### config.mk
export PLATFORM = sky130hd
export DESIGN_NAME = instr_encoder_loader
export DESIGN_NICKNAME = d
export VERILOG_FILES = /design/src/rtl/instr_encoder_loader.sv
export SDC_FILE = /design/constraint.sdc
export NUM_CORES = 1
export LEC_CHECK = 0
export CORE_UTILIZATION = 48
export DETAILED_ROUTE_END_ITERATION = 8
export PLACE_DENSITY_LB_ADDON = 0.1
export SKIP_CTS_REPAIR_TIMING = 1
export SLEW_MARGIN = 40
export SYNTH_ARGS = -nofsm -noshare
export SYNTH_HDL_FRONTEND = slang
export SYNTH_SLANG_ARGS = --single-unit
export TNS_END_PERCENT = 100
### constraint.sdc
create_clock -name clk -period 5.3 [get_ports clk]
set_input_delay 1.06 -clock clk [delete_from_list [all_inputs] [get_ports clk]]
set_output_delay 1.06 -clock clk [all_outputs]
set_load 0.03 [all_outputs]
### src/rtl/instr_encoder_loader.sv
// Encodes symbolic instruction requests into 32-bit MIPS words and writes
// them sequentially into instruction memory starting at BASE_ADDR.
module instr_encoder_loader #(
  parameter int ADDR_W    = 8,
  parameter int BASE_ADDR = 0,
  parameter int DEPTH     = 256
) (
  input  logic              clk,
  input  logic              rst,
  input  logic              start,
  input  logic              in_valid,
  output logic              in_ready,
  input  logic [4:0]        in_op,
  input  logic [4:0]        in_rs,
  input  logic [4:0]        in_rt,
  input  logic [4:0]        in_rd,
  input  logic [15:0]       in_imm,
  input  logic [25:0]       in_target,
  input  logic              in_last,
  output logic              mem_we,
  output logic [ADDR_W-1:0] mem_addr,
  output logic [31:0]       mem_wdata,
  output logic [ADDR_W:0]   count,
  output logic              done,
  output logic              err_op,
  output logic              overflow
);

  typedef enum logic [1:0] {IDLE, LOAD, WRITE, DONE} state_t;

  localparam logic [ADDR_W-1:0] BASE_C  = ADDR_W'(BASE_ADDR);
  localparam logic [ADDR_W:0]   DEPTH_C = (ADDR_W+1)'(DEPTH);

  state_t              state;
  logic [ADDR_W-1:0]   wr_addr;
  logic                last_p0;
  logic [31:0]         enc_word;
  logic                op_legal;

  // Unused fields are tied to zero so stray input bits never leak into a word.
  function automatic logic [31:0] encode(input logic [4:0]  op,
                                         input logic [4:0]  rs,
                                         input logic [4:0]  rt,
                                         input logic [4:0]  rd,
                                         input logic [15:0] imm,
                                         input logic [25:0] target);
    logic [31:0] w;
    case (op)
      5'd0:    w = {6'b000000, rs, rt, rd, 5'b00000, 6'b100000};
      5'd1:    w = {6'b000000, rs, rt, rd, 5'b00000, 6'b100010};
      5'd2:    w = {6'b000000, rs, rt, rd, 5'b00000, 6'b100100};
      5'd3:    w = {6'b000000, rs, rt, rd, 5'b00000, 6'b100101};
      5'd4:    w = {6'b000000, rs, rt, rd, 5'b00000, 6'b101010};
      5'd5:    w = {6'b000000, rs, 5'b00000, 5'b00000, 5'b00000, 6'b001000};
      5'd6:    w = {6'b000000, rs, 5'b00000, rd, 5'b00000, 6'b001001};
      5'd7:    w = {6'b001000, rs, rt, imm};
      5'd8:    w = {6'b001100, rs, rt, imm};
      5'd9:    w = {6'b001101, rs, rt, imm};
      5'd10:   w = {6'b001110, rs, rt, imm};
      5'd11:   w = {6'b000100, rs, rt, imm};
      5'd12:   w = {6'b000101, rs, rt, imm};
      5'd13:   w = {6'b000001, rs, 5'b00001, imm};
      5'd14:   w = {6'b000001, rs, 5'b10001, imm};
      5'd15:   w = {6'b100011, rs, rt, imm};
      5'd16:   w = {6'b101011, rs, rt, imm};
      5'd17:   w = {6'b011100, rs, rt, rd, 5'b00000, 6'b000010};
      5'd18:   w = {6'b000010, target};
      5'd19:   w = {6'b000011, target};
      default: w = 32'h0000_0000;
    endcase
    return w;
  endfunction

  always_comb begin
    enc_word = encode(in_op, in_rs, in_rt, in_rd, in_imm, in_target);
    op_legal = (in_op <= 5'd19);
  end

  always_ff @(posedge clk) begin
    if (rst) begin
      state     <= IDLE;
      in_ready  <= 1'b0;
      mem_we    <= 1'b0;
      mem_addr  <= BASE_C;
      mem_wdata <= 32'h0000_0000;
      wr_addr   <= BASE_C;
      last_p0   <= 1'b0;
      count     <= '0;
      done      <= 1'b0;
      err_op    <= 1'b0;
      overflow  <= 1'b0;
    end else if (start && state != WRITE) begin
      // start restarts from any state except mid-write, which must complete
      state    <= LOAD;
      in_ready <= 1'b1;
      done     <= 1'b0;
      wr_addr  <= BASE_C;
      count    <= '0;
      err_op   <= 1'b0;
      overflow <= 1'b0;
    end else begin
      case (state)
        LOAD: begin
          if (in_valid) begin
            if (count == DEPTH_C) begin
              overflow <= 1'b1;
              state    <= DONE;
              in_ready <= 1'b0;
              done     <= 1'b1;
            end else if (!op_legal) begin
              err_op <= 1'b1;
              if (in_last) begin
                state    <= DONE;
                in_ready <= 1'b0;
                done     <= 1'b1;
              end
            end else begin
              mem_wdata <= enc_word;
              mem_addr  <= wr_addr;
              last_p0   <= in_last;
              mem_we    <= 1'b1;
              in_ready  <= 1'b0;
              state     <= WRITE;
            end
          end
        end
        WRITE: begin
          mem_we  <= 1'b0;
          count   <= count + (ADDR_W+1)'(1);
          wr_addr <= wr_addr + ADDR_W'(1);
          if (last_p0) begin
            state <= DONE;
            done  <= 1'b1;
          end else begin
            state    <= LOAD;
            in_ready <= 1'b1;
          end
        end
        default: ;
      endcase
    end
  end

endmodule

# Yosys cells after proc, flatten, opt, wreduce, memory -nomap -nowiden
# Cells that the tools add are included.
# W data, S select, Z words.
# totals
input_bits,67
output_inout_bits,54
ff_bits,65
elab_cells,89
# op_classes
bitwise,3
n_reduce_logical,13
n_eq_ne,33
mux,25
addsub,2
n_lt_le_gt_ge,1
# ops
operator,count
$pmux W32 S20,1
$eq A5 B4 Y1 const B,8
$eq A5 B3 Y1 const B,4
$eq A5 B5 Y1 const B,4
$mux W1,15
$reduce_and A5 Y1,3
$ne A3 B3 Y1 const B,4
$eq A5 B2 Y1 const B,2
$mux W2,5
$ne A2 B2 Y1 const B,5
$add A9 B1 Y9 const B,1
$eq A9 B9 Y1 const B,1
$reduce_and A3 Y1,3
$add A8 B1 Y8 const B,1
$reduce_and A4 Y1,2
$pmux W1 S2,3
$eq A5 B1 Y1 const B,1
$le A5 B5 Y1 const B,1
$logic_not A5 Y1,1
$ne A5 B5 Y1 const B,1
$ne A4 B4 Y1 const B,1
$pmux W2 S2,1
$not A1 Y1,3
$reduce_bool A3 Y1,1
5 further kinds,5

# Longest topological paths before layout
# logic_depth
word_depth,6
mapped_depth,9
ltp_nobuf,6

# Worst setup path before layout
# No wires, ideal clock.
# synth_path
kind,input port to flip-flop
start,input port in_op[2]
end,register mem_wdata[5]
setup_slack_ns,2.837
setup_ns,0.086
required_time_ns,5.214
t_arrival_ns,2.377
path_buffers,3
cell_stages,7
cell_sequence,buf_6 or3b_1 buf_2 o22ai_4 buf_4 a22oi_1 a211oi_1
# synth_via
elab_chain_len,2
elab_cells_between_ends,23
classes_between,order compare: 1; eq/ne: 19; mux: 1; reduce/logical: 2
# synth_rtl
item,line_no,source
from (decl),13,"input logic [4:0] in_op,"
"$le A5 B5 Y1, or another cell as far along",76,op_legal = (in_op <= 5'd19);
$reduce_and A5 Y1 (no source line) or $pmux W32 S20 (tied branches),n/a,
to (signal assigned),118,mem_wdata <= enc_word;
to (decl),22,"output logic [31:0] mem_wdata,"
# Several ways; a longest one is shown, not always the timed one.
# A chain may end at the register's enable or synchronous reset.

# Worst setup path after layout
# layout_path
start,input port in_op[2]
end,register mem_wdata[3]
# The elaborated chain is that of the path after synthesis.

==> out/metrics.csv <==
metric,value,unit
status,"complete, but fails checks",
violations,design-rule violations,
avgRoutedWirePerCell,16.5,µm
max_freq,282,MHz
drt_wl_total,9.21,mm
syn_area_per_cell,8.60,µm²
nNetsFinal,547,
design.core.area,6420,µm²
placedCellCount,540,
clock_latency,0.35,ns
grt_max_degree,47,
yosysWarnings,0,
initial_core_util,50.5,%
cp_slowest_cell,clkdlybuf4s50_1,
p_leak,1.50,nW
maxCapViolations,0,
portBuffers,120,
antenna_cells,0,
fill_cells,534,
grt_setup_unrepaired,false,
die_h,84.2,µm
clk_pin_slew,0.07,ns
hold_violations,0,
synth_edf_count,0,
p_per_area,255,nW/µm²
fin_crit,3.54,ns
tritoncts,yes,
worst-setup-path-type,primary input to register,
clockBufferDepth,2,
routed_via_density,5.93,
timing.rr.start,state[0],
hold_ws,0.479,ns
synthFlopType,dfxtp_1,
die-area,7080,µm²
vdd.ir_drop.worst,222,µV
cp_top_family,compound AO/OA/AOI/OAI gates,
stdcell_count,557,
required,5.55,ns
crit_chain,"clkdlybuf4s50_1, o21ai_0, o21a_1, buf_4, a21oi_1, a311oi_1",
synthCells,377,
crit_end,mem_wdata[3],
antenna_found_initial,0,
io_pins,121,
vias,3303,
htreeDepth,3,
cpPeakStageDelay,0.71,ns
multi_input_area,1730,µm²
power,1.17,mW
grt_usage,26.5,%
final-seq-area,1300,µm²
grt_pass1_vias,3067,
cts_root_buf,clkbuf_8,
rows,29,
worstHoldPathType,register to register,
cp_max_fo,21,
cp-start-kind,primary input,
synthesis.nets,449,
tns,0,ns
r2r_cells,7,
drv_slew,0,
gp_congestion,0.870,
syn-cell-area,3240,µm²
cp.arrival,3.80,ns
dpl.hpwl,6.29,mm
cts.sinks,65,
synth_seq_cells,65,
tightest_slew,0.784,ns
grt_overflow_total,0,
die_x,84.2,µm
place_ws,1.44,ns
yosysUniqueCellTypes,56,
timing.rr.end,mem_wdata[27],
first_iter_violations,242,
slew_headroom,47.7,%
ant_nets,0,
drive_gt1_share,6.25,%
ys_seq_area_share,40.2,%
setup_ws,1.76,ns
crit_buf_inv,2,
clock_skew,0.0121,ns
dr.pass1.iters,7,
cp-end-kind,register,
async_flop_share,0,%
setup_viol,0,
critPathLaunch,in_op[2],
path_depth,6,
timing.final.crit_share,66.9,%
rrSetupSlack,2.74,ns
syn_to_final_growth,41.6,%
cts_buffers,9,
grt_pass1_wl,15.0,mm
drc_errors,18,
## routing by layer
metal  global-route usage, %  vias to the layer above  share of wire [%]
met5                       0                        -                  0
met4                    10.7                        0                1.9
met3                    6.29                       16                6.6
met2                    42.3                      117                 47
met1                    34.8                     1560                 44
li1                        -                     1610                  -
## metrics by stage
stage	instance area [µm²]	util [%]
6_report	4590	71.5
5_1_grt	4590	71.5
4_1_cts	4560	71.0
3_5_place_dp	4390	68.3
3_3_place_gp	4390	68.3
2_1_floorplan	3240	-
## worst min path at each step
stage	start	end	slack, ns	cells after the start
finish	mem_we	mem_we	0.48	2
global route	mem_addr[6]	mem_addr[6]	0.50	2
CTS	mem_addr[4]	mem_addr[4]	0.48	2
detailed placement	err_op	err_op	0.46	1
global placement	done	done	0.46	2
floorplan	wr_addr[7]	mem_addr[7]	0.45	2
## area by class of cell
type | count | area share (%)
inverter | 10 | 0.818
clock inverter | 4 | 0.627
multi-input combinational | 265 | 37.7
timing repair buffer | 124 | 27.2
sequential | 65 | 28.4
tap | 77 | 2.10
clock buffer | 12 | 3.16
## cells by family (layout without fill, tap and decap cells)
family                     after synthesis  in the layout  share of synthesized area [%]
and+or+nand+nor                         89             89                           14.6
xor gates and xnor gates                13             13                           3.51
adders and majority gates                5              5                           1.93
buffers and inverters                   47            150                           6.72
muxes                                    3              3                          0.927
DFF                                     65             65                           40.2
AOI/OAI and AO/OA                      155            155                           32.2
## state kept, by name, indices dropped and copies added (netlist names)
register	count
overflow	1
err_op	1
mem_wdata	32
mem_we	1
state	2
last_p0	1
wr_addr	8
in_ready	1
count	9
done	1
mem_addr	8
## Yosys cell counts, types with 6 or more instances
master,instances,share of area (%)
a21oi_1,48,7.4
xor2_1,9,2.4
a22oi_1,17,3.9
nand2_1,18,2.1
nand3_1,9,1.4
a211oi_1,30,6.9
clkbuf_1,27,3.1
nor2_1,22,2.5
inv_1,10,1.2
dfxtp_1,65,40
nand4_1,6,1.2
o21ai_0,19,2.9
## cell usage in the layout, fill, tap and decap left out, drive strengths merged, types with 9 or more instances in the layout
master           n
clkdlybuf4s50  119
dfxtp           65
a21oi           48
a211oi          30
nor2            22
o21ai           20
nand2           18
a22oi           17
clkbuf          12
inv             10
xor2             9
nand3            9
## where the power goes
part	internal [mW]	switching, mW
logic	0.126	0.146
clock network	0.183	0.194
registers	0.509	0.0135
total	0.818	0.354
## worst register-to-register path: stages, from the launching register on
cell	delay [ns]
dfxtp_1	0.33
inv_1	0.06
ha_1	0.66
nor2b_1	0.28
or2_2	0.48
nor2_2	0.14
buf_4	0.32
a211oi_1	0.15
(Power assumes the default switching activity.)
